**config.mk**
```make
export PLATFORM = sky130hd
export DESIGN_NAME = aes_add_round_key_stage
export DESIGN_NICKNAME = d
export VERILOG_FILES = /design/src/rtl/aes_add_round_key_stage.sv
export SDC_FILE = /design/constraint.sdc
export NUM_CORES = 1
export LEC_CHECK = 0
export CELL_PAD_IN_SITES_DETAIL_PLACEMENT = 2
export CELL_PAD_IN_SITES_GLOBAL_PLACEMENT = 2
export CORE_MARGIN = 2
export CORE_UTILIZATION = 26
export CTS_CLUSTER_DIAMETER = 60
export CTS_CLUSTER_SIZE = 8
export DETAILED_ROUTE_END_ITERATION = 8
export PLACE_DENSITY = 0.81
export SLEW_MARGIN = 10
export SYNTH_ARGS = -nofsm -noshare
export SYNTH_HDL_FRONTEND = slang
export SYNTH_SLANG_ARGS = --single-unit
```
**constraint.sdc**
```tcl
create_clock -name clk -period 1.5 [get_ports clk]
set_input_delay 0.15 -clock clk [delete_from_list [all_inputs] [get_ports clk]]
set_output_delay 0.15 -clock clk [all_outputs]
set_load 0.01 [all_outputs]
```
**src/rtl/aes_add_round_key_stage.sv**
```systemverilog
// rtl/aes_add_round_key_stage.sv - AES AddRoundKey stage: fetches the round key from the expander and XORs it into the state
module aes_add_round_key_stage #(
  parameter int NUM_ROUNDS    = 10,
  parameter int KEY_SEL_WIDTH = 4,
  parameter int KEY_TIMEOUT   = 64
) (
  input  logic                           clk,
  input  logic                           resetn,
  input  logic                           in_vld,
  output logic                           in_rdy,
  input  logic                           in_first,
  input  logic [3:0][3:0][7:0]           state_in,
  output logic [KEY_SEL_WIDTH-1:0]       key_sel,
  input  logic                           key_rdy,
  input  logic [3:0][3:0][7:0]           round_key,
  output logic                           out_vld,
  input  logic                           out_rdy,
  output logic [3:0][3:0][7:0]           state_out,
  output logic [KEY_SEL_WIDTH-1:0]       out_round,
  output logic                           out_last,
  output logic                           key_err
);

  localparam int TW = $clog2(KEY_TIMEOUT + 1);
  localparam logic [KEY_SEL_WIDTH-1:0] LAST_ROUND = KEY_SEL_WIDTH'(NUM_ROUNDS);
  localparam logic [TW-1:0]            TMO_LAST   = TW'(KEY_TIMEOUT - 1);

  typedef enum logic [1:0] {
    IDLE,
    REQ_KEY,
    WAIT_KEY,
    OUT
  } state_t;

  state_t                      state;
  logic [3:0][3:0][7:0]        blk;
  logic [KEY_SEL_WIDTH-1:0]    idx;
  logic [KEY_SEL_WIDTH-1:0]    rcnt;
  logic [TW-1:0]               tcnt;

  // in_rdy is a flop so it stays low while reset is held and rises on the first edge after release
  always_ff @(posedge clk or negedge resetn) begin
    if (!resetn) begin
      state     <= IDLE;
      in_rdy    <= 1'b0;
      blk       <= '0;
      idx       <= '0;
      rcnt      <= '0;
      tcnt      <= '0;
      key_sel   <= '0;
      out_vld   <= 1'b0;
      state_out <= '0;
      out_round <= '0;
      out_last  <= 1'b0;
      key_err   <= 1'b0;
    end else begin
      case (state)
        IDLE: begin
          if (in_vld && in_rdy) begin
            blk    <= state_in;
            idx    <= in_first ? '0 : rcnt;
            in_rdy <= 1'b0;
            state  <= REQ_KEY;
          end else begin
            in_rdy <= 1'b1;
          end
        end
        REQ_KEY: begin
          key_sel <= idx;
          tcnt    <= '0;
          state   <= WAIT_KEY;
        end
        WAIT_KEY: begin
          if (key_rdy) begin
            state_out <= blk ^ round_key;
            out_round <= idx;
            out_last  <= (idx == LAST_ROUND);
            out_vld   <= 1'b1;
            state     <= OUT;
          end else if (tcnt == TMO_LAST) begin
            // error is reported but the block keeps waiting for a late key
            key_err <= 1'b1;
          end else begin
            tcnt <= tcnt + TW'(1);
          end
        end
        OUT: begin
          if (out_rdy) begin
            out_vld <= 1'b0;
            rcnt    <= (idx == LAST_ROUND) ? '0 : idx + KEY_SEL_WIDTH'(1);
            in_rdy  <= 1'b1;
            state   <= IDLE;
          end
        end
        default: state <= IDLE;
      endcase
    end
  end

endmodule
```
-- Yosys cells after proc, flatten, opt, wreduce, memory -nomap -nowiden
Cells that the tools add are included.
- bits in latches: 0
- memories: 0
- output and inout port bits: 140
- register bits: 285
- bits in read-only memories: 0
- input bits: 262
- word-level logic and storage cells: 84
- bits in writable memories: 0
- bitwise logic cells: 2
- add/sub/neg operators: 2
- multiplexer cells: 15
- multiply operators: 0
- order comparisons: 0
- shift operators: 0
- reductions and logical operators: 13
- equal/unequal tests: 10
- divide/modulo/power cells: 0
- operators by type and width (kind ; number):
    $xor A128 B128 Y128 ; 1
    $mux W7 ; 2
    $pmux W7 S2 ; 1
    $reduce_and A3 Y1 ; 4
    $ne A2 B2 Y1 const B ; 5
    $mux W4 ; 2
    $pmux W2 S4 ; 1
    $reduce_and A2 Y1 ; 4
    $add A7 B1 Y7 const B ; 1
    $eq A7 B6 Y1 const B ; 1
    $mux W2 ; 3
    $reduce_bool A2 Y1 ; 3
    $add A4 B1 Y4 const B ; 1
    $eq A2 B2 Y1 const B ; 2
    $eq A4 B4 Y1 const B ; 1
    $mux W1 ; 4
    $pmux W1 S2 ; 2
    $eq A2 B1 Y1 const B ; 1
    $logic_not A2 Y1 ; 1
    $logic_and A1 B1 Y1 ; 1
    $not A1 Y1 ; 1

-- Longest topological paths before layout
Gate-level depths: netlist of run 1.
- word-level depth: 4
- depth in mapped cells: 9
- gate-level depth less buffers: 6

-- Worst setup path after synthesis of run 1
OpenSTA, ideal clock, no wires.
- path type: reg-to-reg
- start point: register state[0]
- end point: register blk[0] in the netlist's numbering
- slack: -0.113 ns
- required time: 1.375 ns
- buffers on the path: 2
- arrival time: 1.488 ns
- cell stages (with the launch flop): 7
- clock period less this slack: 1.613 ns
- library setup time: 0.125 ns
- cell sequence: dfrtp_1 > inv_1 > ha_1 > nand3_1 > buf_2 > buf_2 > mux2_2
- cells in the longest elaborated chain, start to end: 2
- RTL lines (element ; line ; text):
    start: declaration ; 35 ; state_t state;
    start signal: assignment ; 44 ; state <= IDLE;
    start signal: assignment ; 63 ; state <= REQ_KEY;
    start signal: assignment ; 71 ; state <= WAIT_KEY;
    $logic_not A2 Y1 ; 57 ; case (state)
    $reduce_and A2 Y1 (no line) ; -- ;
    end signal: assignment ; 60 ; blk <= state_in;
    end: declaration ; 36 ; logic [3:0][3:0][7:0] blk;
Every way passes these cells.
A chain may end at the register's enable or synchronous reset.

-- Worst setup path in the final report of run 1
- start point: register state[0]
- end point: register blk[29] in the netlist's numbering
Same word-level chain as after synthesis.

==> results by group, run 1 <==
Run status
  • Outcome: complete, but fails checks
  • Failing checks: negative setup slack

Floorplanning
  • Starting Density: 0.264
  • IO Pins: 402
  • DIE HEIGHT: 216 um
  • Die ar.: 0.0466 mm2
  • Core box area: 0.0442 mm2
  • # rows: 77
  • Die width: 216 um

Final layout
  • Layout cells sized above 1: 0.196
  • Most frequent cells in the layout: dfrtp_1 (284), clkdlybuf4s50_1 (260), nand2_1 (157), dlygate4sd2_1 (140), mux2_2 (131)
  • Most common cell after layout, fill and taps aside: dfrtp_1
  • Nets: 1,702
  • Final Non-Filler Cells: 2,036
  • Final core occ: 0.418
  • P&R area growth vs syn: 58.3%

Detailed routing
  • Antenna-violating nets left: 0
  • Detailed Route Iter0 Violations: 334
  • DR WL/cell: 21.5 um
  • Vias: 9,154
  • Routed WL: 43.7 mm
  • Via density: 4.50
  • Drt drc: 0
  • Initial DRT Pass Iterations: 4

Placed design
  • Placed insts: 1,958
  • Detailed Place HPWL: 31.5 mm
  • Number of I/O port buffers: 401
  • Pre-CTS WS: -182 ps
  • Placer congestion estimate: 0.783

Synthesis
  • Synth cell types: 33
  • Synth Area per Inst: 12.2 um2
  • Synth warnings: 0
  • Synthesis-stage register bit count: 285
  • Cell count after synthesis: 953
  • Post-Syn Nets: 1,221
  • Sequential area share after synthesis: 0.611
  • Mapped Area: 0.0117 mm2

Clock network
  • H-Tree Depth: 2
  • Sink Count: 285
  • CTS Buffer Depth: 3
  • Clk slew on worst S/H paths: 60 ps
  • Latest clock arrival within the worst-skew pair: 550 ps
  • Root Buffer: clkbuf_16
  • Num CTS Buffers: 43
  • CTS tree: yes

STA
  • Max transition margin: 0.731
  • Worst slew pin tran: 404 ps
  • Setup violators final: 218
  • RSZ-0062 raised after global routing: yes
  • Post-route clock period utilization: 1.14
  • Final setup margin: -205 ps
  • Hold Violations, Final: 0
  • Tmin final: 1710 ps
  • Maximum clock frequency: 586 MHz
  • Final slew viol count: 0
  • Setup TNS: -19,970 ps
  • Fin Clk Skew: 14.5 ps

Global routing
  • Vias in the first global route: 11,200
  • Tot GR Track Use: 0.190
  • First-pass GRT wire length: 67.7 mm
  • Initial antenna violation count: 2
  • Global route overflow: 0
  • Largest net degree at the start of global routing: 41

Power and ir drop
  • Peak VDD IR: 0.964 mV
  • LEAKAGE: 8.23 nW
  • PwrDens: 1980 mW/mm2

Setup path
  • Critical-path top delay cell: dfrtp_1
  • CP Class: flip-flop to flip-flop
  • CP max FO: 10
  • Worst Path Arrival: 2130 ps
  • Critical path required time: 1920 ps
  • Worst setup SP type: flip-flop
  • Crit end category: flip-flop
  • CP peak stage delay: 420 ps
  • Worst path cell trace: inv_2, ha_4, nand3_4, buf_12, buf_12, buf_16, mux2_2
  • CP most frequent cell: buf_12

Min path
  • HP Class: primary input to asynchronous set/reset pin

Flow run
  • Max Cap Viol: 0
## metal layers
| metal | vias up | part of all wire | global-route usage |
|---|---|---|---|
| met2 | 265 | 0.56 | 0.365 |
| met3 | 71 | 0.058 | 0.0512 |
| li1 | 4147 | - | - |
| met5 | - | 0 | 0 |
| met4 | 0 | 0.027 | 0.0618 |
| met1 | 4671 | 0.36 | 0.198 |
## critical path: cells and delay by family (launching register included)
family                   cells  cell delay (ps)
buffers and inverters        4              580
flip-flops                   1              420
multiplexers                 1              280
adder cells (fa/ha/maj)      1              170
AND/OR/NAND/NOR              1              110
## registers in the layout, indices dropped and copies added (netlist names)
| register | flops |
|---|---|
| idx | 4 |
| in_rdy | 1 |
| tcnt | 7 |
| key_err | 1 |
| rcnt | 4 |
| out_last | 1 |
| state | 2 |
| blk | 128 |
| out_vld | 1 |
| key_sel | 4 |
| out_round | 4 |
| state_out | 128 |
## timing repair
item,4_1_cts,5_1_grt
endpoints found under the hold margin,285,0
resized for setup,190,32
cloned,6,0
buffers inserted,16,1
hold buffers,1,0
endpoints found under the setup margin,409,281
pin swaps,1,4
## kinds of logic after synthesis
| group | count (synthesis) | share of synthesized area |
|---|---|---|
| DFF | 285 | 0.611 |
| and+or+nand+nor | 178 | 0.0609 |
| AOI/OAI and AO/OA | 164 | 0.0737 |
| muxes | 135 | 0.130 |
| xor gates and xnor gates | 129 | 0.0968 |
| buffers and inverters | 56 | 0.0211 |
| adders and majority gates | 6 | 0.00643 |
## through the flow
stage               hold slack, ps  total power, mW  area, um2
floorplan                     -146             20.3      11700
finish                        92.4             36.6      18500
global route                   106             39.1      18500
CTS                           90.8             36.9      18400
detailed placement            87.8             28.0      17000
global placement              84.0             26.8      17000
## path summary, 6_finish.rpt
path | slack (ps) | endpoint | from | cells past startpoint
hold / removal | 90 | state_out[119] | resetn | 2
min in group clk | 210 | blk[34] | state_in[34] | 2
setup / recovery | -210 | blk[29] | state[0] | 7
hold reg to reg | 470 | state_out[28] | state_out[28] | 2
max in group asynchronous | 700 | blk[31] | resetn | 3
setup reg to reg | -210 | blk[29] | state[0] | 7
## Yosys cell counts
| cell | n | area, um2 |
|---|---|---|
| a21o_1 | 1 | 7.51 |
| buf_2 | 26 | 130 |
| o22ai_1 | 2 | 12.5 |
| o21ai_0 | 145 | 726 |
| nand2_1 | 159 | 597 |
| nor2b_1 | 2 | 12.5 |
| a31oi_1 | 2 | 12.5 |
| buf_4 | 1 | 7.51 |
| xnor2_1 | 129 | 1130 |
| nor3_2 | 1 | 10.0 |
| o21ai_1 | 1 | 5.00 |
| nor4_1 | 1 | 6.26 |
| nand2b_1 | 5 | 31.3 |
| and2b_1 | 1 | 7.51 |
| nor3_1 | 1 | 5.00 |
| inv_1 | 8 | 30.0 |
| o31a_1 | 1 | 8.76 |
| nor2_1 | 4 | 15.0 |
| mux2i_1 | 3 | 30.0 |
| a22o_1 | 1 | 8.76 |
| dfrtp_1 | 285 | 7130 |
| and2_1 | 1 | 6.26 |
| o31ai_1 | 1 | 7.51 |
| nand3_1 | 2 | 10.0 |
| o21a_1 | 1 | 7.51 |
| mux2_2 | 132 | 1490 |
| clkbuf_1 | 21 | 78.8 |
| o311a_1 | 1 | 10.0 |
| a21oi_1 | 6 | 30.0 |
| ha_1 | 6 | 75.1 |
| a41oi_1 | 1 | 8.76 |
| nand3_2 | 1 | 10.0 |
| a221oi_2 | 1 | 15.0 |
## cell type report
cell class	count	area (um2)
well taps	592	741
multi-input cells	612	4370
inverters	8	30.0
repair buffers	484	5030
clock buffers	48	1120
fillers	4505	25700
flip-flops and latches	285	7130
diodes	2	5.00
clock inverters	5	42.5
## power breakdown
part | switching [mW] | internal [mW] | total, mW
Clock | 3.47 | 5.23 | 8.71
Combinational | 6.52 | 7.59 | 14.1
Sequential | 2.42 | 11.4 | 13.8
Total | 12.4 | 24.2 | 36.6
(Power assumes the default switching activity.)
==> inputs of run 2 (changes only) <==
- CORE_ASPECT_RATIO: not set -> 0.6
- CORE_UTILIZATION: 26 -> 25
- PLACE_DENSITY: 0.81 -> 0.78
- clock period: 1.5 -> 1.45 ns (I/O delays scaled with it)
==> results by group, run 2 (synthesized netlist as in run 1, its figures left out) <==
Final layout
  • Multi-input gate area: 0.00520 mm2 (+19%)
  • Nets: 1,722 (+1.2%)
  • Ant diodes: 0 (-2)
  • Layout cells sized above 1: 0.297 (+0.102)
  • Seq. cell area: 0.00713 mm2 (about the same)
  • P&R area growth vs syn: 70.0%
  • Most frequent cells in the layout: dfrtp_1 (285), clkdlybuf4s50_1 (260), dlygate4sd2_1 (137), xnor2_1 (129)
  • Most common cell after layout, fill and taps aside: dfrtp_1
  • Fillers: 4,573 (+1.5%)
  • Final core occ: 0.430 (+0.0118)
  • Design Area, Final: 0.0198 mm2 (+7.4%)
  • Largest regs: blk (128), state_out (128), tcnt (7)

Setup path
  • Worst setup SP type: flip-flop
  • Worst Path Arrival: 2000 ps (-130 ps)
  • CP Class: flip-flop to flip-flop
  • Worst R2R End: blk[34]
  • R2R setup slack: -160 ps (+50 ps)
  • R2R depth: 6 (-1)
  • Crit end category: flip-flop
  • Worst r2r src: state[0]
  • Critical path required time: 1850 ps (-70 ps)
  • CP max FO: 8 (-2)

Run status
  • Outcome: complete, but fails checks
  • Failing checks: negative setup slack

Global routing
  • Largest net degree at the start of global routing: 65 (+59%)
  • Initial antenna violation count: 0 (-2)
  • Vias in the first global route: 10,500 (-5.7%)
  • Tot GR Track Use: 0.177 (-0.0126)
  • Global route overflow: 0 (unchanged)
  • First-pass GRT wire length: 65.7 mm (-3.0%)

Floorplanning
  • Die width: 283 um (+31%)
  • Die ar.: 0.0485 mm2 (+4.0%)
  • Core box area: 0.0462 mm2 (+4.4%)
  • # rows: 61 (-21%)
  • Starting Density: 0.253 (-0.0112)
  • IO Pins: 402 (unchanged)
  • DIE HEIGHT: 171 um (-21%)

Clock network
  • CTS Buffer Depth: 3 (unchanged)
  • Sink Count: 285 (unchanged)
  • Clk slew on worst S/H paths: 50 ps (about the same)
  • CTS tree: yes
  • Num CTS Buffers: 42 (-2.3%)
  • Root Buffer: clkbuf_16
  • H-Tree Depth: 2 (unchanged)
  • Latest clock arrival within the worst-skew pair: 530 ps (-20 ps)

Flow run
  • Max Cap Viol: 0 (unchanged)

Power and ir drop
  • LEAKAGE: 8.89 nW (+8.1%)
  • Peak VDD IR: 0.883 mV (-8.4%)
  • PwrDens: 2100 mW/mm2 (+5.9%)

STA
  • Maximum clock frequency: 622 MHz (+6.1%)
  • Final slew viol count: 0 (unchanged)
  • Worst slew pin tran: 478 ps (+74.7 ps)
  • Post-route clock period utilization: 1.11 (-0.0289)
  • Hold Worst Slack: 149 ps (+56.5 ps)
  • Final setup margin: -157 ps (+48.8 ps)
  • Max transition margin: 0.681 (-0.0498)
  • Setup violators final: 226 (+3.7%)
  • Tmin final: 1610 ps (-98.8 ps)
  • Setup TNS: -17,450 ps (+2520 ps)
  • Hold Violations, Final: 0 (unchanged)
  • RSZ-0062 raised after global routing: yes
  • Fin Clk Skew: 12.7 ps (-1.81 ps)

Detailed routing
  • Vias: 9,337 (+2.0%)
  • Via density: 4.47 (-0.59%)
  • Detailed Route Iter0 Violations: 332 (-0.60%)
  • Drt drc: 0 (unchanged)
  • Routed WL: 48.0 mm (+9.8%)
  • Antenna-violating nets left: 0 (unchanged)
  • DR WL/cell: 23.0 um (+7.0%)
  • Initial DRT Pass Iterations: 4 (unchanged)

Placed design
  • Area after DPL: 0.0170 mm2 (+0.24%)
  • Number of I/O port buffers: 401 (unchanged)
  • Detailed Place HPWL: 31.7 mm (+0.56%)
  • Placer congestion estimate: 0.771 (-1.6%)

Min path
  • HP Class: primary input to asynchronous set/reset pin
## run 2: changes by cell type in the layout (fill, tap and decap cells not counted), sizes merged
cell and delta:
clkbuf +14, buf +7, dlygate4sd2 -3, inv -3, bufinv +2, clkdlybuf4s15 +2, diode -2, clkinv -1
clkinvlp -1
## run 2: power by group
part           switching, mW  internal (mW)
logic                   7.93           9.59
clock network           3.58           5.82
registers               2.92           11.7
total                   14.4           27.2
## run 2: final cells by class
type,instances,share of cell area
Clock buffer,47,0.0577
Multi-Input combinational cell,612,0.262
Sequential cell,285,0.360
Clock inverter,2,0.00303
Inverter,8,0.00151
Timing Repair Buffer,505,0.276
Tap cell,630,0.0397
## run 2: routing by layer
layer | wire length, um | track usage | vias up | share of wire
li1 | - | - | 4187 | -
met5 | 0 | 0 | - | 0
met1 | 19800 | 0.219 | 4828 | 0.41
met2 | 24500 | 0.304 | 250 | 0.51
met3 | 2600 | 0.0517 | 72 | 0.054
met4 | 1090 | 0.0458 | 0 | 0.023
## run 2: worst max-delay path, cell delays in order, from the launching register on
cell and delay, ps:
dfrtp_1 380, inv_2 120, ha_4 160, nand3_4 110
buf_12 200, clkbuf_16 190, mux2_4 310
## run 2: what timing repair did
action                                  in CTS  in global routing
pin swaps                                   11                 54
hold buffers                                 1                  0
cloned                                       7                 19
setup buffers                                8                 11
hold endpoints to repair                   258                  0
gates resized for setup                    223                315
endpoints found under the setup margin     355                259
## run 2: worst max-delay path by stage
stage                     cells after the start            end  slack [ps]     start
after floorplan                               9  state_out[66]          -4  state[0]
after global placement                        5        blk[36]        -160    in_vld
after detailed placement                      5        tcnt[5]        -210   key_rdy
after CTS                                     6       blk[110]        -130  state[1]
after global routing                          7       state[1]        -200  state[1]
final                                         6        blk[34]        -160  state[0]
## run 2: per-stage QoR
step           setup WS, ps  power (mW)  instances
6_report               -157        41.6       2089
3_3_place_gp           -161        27.9       2000
2_1_floorplan         -3.67        21.1        953
5_1_grt                -203        44.2       2089
3_5_place_dp           -213        29.0       2000
4_1_cts                -132        38.5       2065
==> inputs of run 3 (changes only) <==
- CAP_MARGIN: not set -> 20
- CORE_MARGIN: 2 -> not set
- CORE_UTILIZATION: 25 -> 26
- PLACE_DENSITY: 0.78 -> 0.81
==> results by group, run 3 (synthesized netlist as in run 1, its figures left out) <==
Setup path
  • Worst Path Arrival: 2070 ps (+70 ps)
  • Worst path cell trace: inv_2, ha_4, nand3_4, buf_12, clkbuf_16, mux2_2
  • CP peak stage delay: 400 ps (+20 ps)
  • Critical-path top delay cell: dfrtp_1
  • Critical path required time: 1850 ps (about the same)
  • CP Launch Point: state[1]
  • Worst Path Buf+Inv: 3 (unchanged)
  • Worst r2r src: state[1]
  • CP Class: flip-flop to flip-flop
  • Crit end category: flip-flop
  • CP max FO: 9 (+1)
  • CP top delay family: buffers and inverters
  • R2R setup slack: -210 ps (-60 ps)
  • Worst setup SP type: flip-flop

Global routing
  • Global route overflow: 0 (unchanged)
  • Largest net degree at the start of global routing: 46 (-29%)
  • Initial antenna violation count: 4 (+4)
  • First-pass GRT wire length: 68.1 mm (+3.7%)
  • Tot GR Track Use: 0.197 (+0.0197)
  • Vias in the first global route: 11,000 (+4.6%)

Final layout
  • Layout cells sized above 1: 0.315 (+0.0173)
  • Most common cell after layout, fill and taps aside: dfrtp_1
  • Largest regs: blk (128), state_out (128), tcnt (7)
  • Design Area, Final: 0.0200 mm2 (+0.59%)
  • Final core occ: 0.456 (+0.0262)
  • P&R area growth vs syn: 71.0%
  • Nets: 1,737 (+0.87%)
  • Most frequent cells in the layout: dfrtp_1 (285), clkdlybuf4s50_1 (260), dlygate4sd2_1 (137), xnor2_1 (129), mux2_2 (117)
  • Final Non-Filler Cells: 2,053 (-1.7%)

Floorplanning
  • DIE HEIGHT: 166 um (-3.1%)
  • IO Pins: 402 (unchanged)
  • Starting Density: 0.267 (+0.0139)
  • Core box area: 0.0438 mm2 (-5.2%)
  • Die ar.: 0.0458 mm2 (-5.6%)
  • # rows: 59 (-3.3%)
  • Die width: 276 um (-2.6%)

Detailed routing
  • Detailed Route Iter0 Violations: 355 (+6.9%)
  • Routed wl met3: 3.25 mm (+25%)
  • Max layer used: met5
  • Initial DRT Pass Iterations: 4 (unchanged)
  • Via density: 4.65 (+4.0%)
  • Drt drc: 0 (unchanged)
  • DR WL/cell: 25.4 um (+10%)
  • Routed wl met2: 27.1 mm (+11%)
  • Routed WL: 52.1 mm (+8.5%)
  • Metal-1 WL: 20.4 mm (+2.6%)
  • Vias: 9,542 (+2.2%)
  • Antenna-violating nets left: 0 (unchanged)

STA
  • Hold Violations, Final: 0 (unchanged)
  • Worst slew pin tran: 464 ps (-14.7 ps)
  • Final slew viol count: 0 (unchanged)
  • Maximum clock frequency: 601 MHz (-3.5%)
  • Setup violators final: 257 (+14%)
  • Setup TNS: -25,570 ps (-8120 ps)
  • Post-route clock period utilization: 1.15 (+0.0398)
  • Tmin final: 1660 ps (+57.7 ps)
  • Max transition margin: 0.689 (+0.00814)
  • Fin Clk Skew: 12.6 ps (-0.0594 ps)
  • RSZ-0062 raised after global routing: yes
  • Final setup margin: -214 ps (-57.7 ps)

Clock network
  • H-Tree Depth: 2 (unchanged)
  • Root Buffer: clkbuf_16
  • Latest clock arrival within the worst-skew pair: 530 ps (about the same)
  • Sink Count: 285 (unchanged)
  • CTS Buffer Depth: 3 (unchanged)
  • CTS tree: yes
  • Clk slew on worst S/H paths: 50 ps (about the same)
  • Num CTS Buffers: 41 (-2.4%)

Run status
  • Failing checks: negative setup slack
  • Outcome: complete, but fails checks

Flow run
  • Max Cap Viol: 0 (unchanged)

Placed design
  • Placer congestion estimate: 0.767 (-0.56%)
  • Placed insts: 1,954 (-2.3%)
  • Area after DPL: 0.0170 mm2 (about the same)
  • Detailed Place HPWL: 31.9 mm (+0.80%)
  • Number of I/O port buffers: 401 (unchanged)

Power and ir drop
  • LEAKAGE: 8.87 nW (-0.23%)
  • Comb power frac: 0.435 (+0.014)
  • PwrDens: 2110 mW/mm2 (+0.42%)
  • Peak VDD IR: 0.751 mV (-15%)
  • Internal: 26.7 mW (-1.8%)
  • Switching share of total power: 0.365 (+0.0181)
  • P_sw: 15.3 mW (+6.3%)
  • Sequential share of power: 0.356 (+0.003)
  • Overall Power: 42.0 mW (+1.0%)
  • Clock power frac: 0.209 (-0.017)

Min path
  • HP Class: primary input to asynchronous set/reset pin
-- run 3: power by group through the flow --
stage | logic (mW) | registers [mW] | clock network (mW)
finish | 18.3 | 15.0 | 8.79
global route | 19.6 | 15.4 | 9.33
floorplan | 6.61 | 14.5 | 0
global placement | 13.8 | 14.0 | 0
CTS | 15.1 | 14.4 | 8.95
detailed placement | 14.7 | 14.5 | 0
-- run 3: layout make-up --
type	count	area (um2)
Fill cell	4277	23800
Clock inverter	2	13.8
Tap cell	579	724
Multi-Input combinational cell	612	5270
Inverter	8	32.5
Clock buffer	43	1080
Sequential cell	285	7130
Timing Repair Buffer	521	5690
Antenna cell	3	7.51
-- run 3: final timing paths --
check / end / cells after the start
max reg2reg: blk[22] / 6
min reg2reg: key_err / 1
min in group clk: blk[62] / 2
min: state_out[12] / 2
max in group asynchronous: blk[92] / 3
max: blk[22] / 6
-- run 3: timing repair --
| action | CTS | global route |
|---|---|---|
| endpoints found under the setup margin | 387 | 281 |
| gates resized for setup | 257 | 286 |
| pin swaps | 24 | 60 |
| endpoints found under the hold margin | 240 | 0 |
| hold buffers | 1 | 0 |
| buffers inserted | 17 | 10 |
| gates cloned | 9 | 21 |
-- run 3: routing by layer --
metal | global-route usage | vias to the layer above
met1 | 0.234 | 4945
met2 | 0.347 | 280
li1 | - | 4225
met4 | 0.0449 | 2
met5 | 0 | -
met3 | 0.0586 | 90
-- run 3: stage by stage --
stage / hold slack, ps / setup slack, ps
after floorplan: -151 / -3.67
after global placement: 57.5 / -170
after detailed placement: 54.5 / -230
after CTS: 94.4 / -135
after global routing: 104 / -284
final: 91.4 / -214
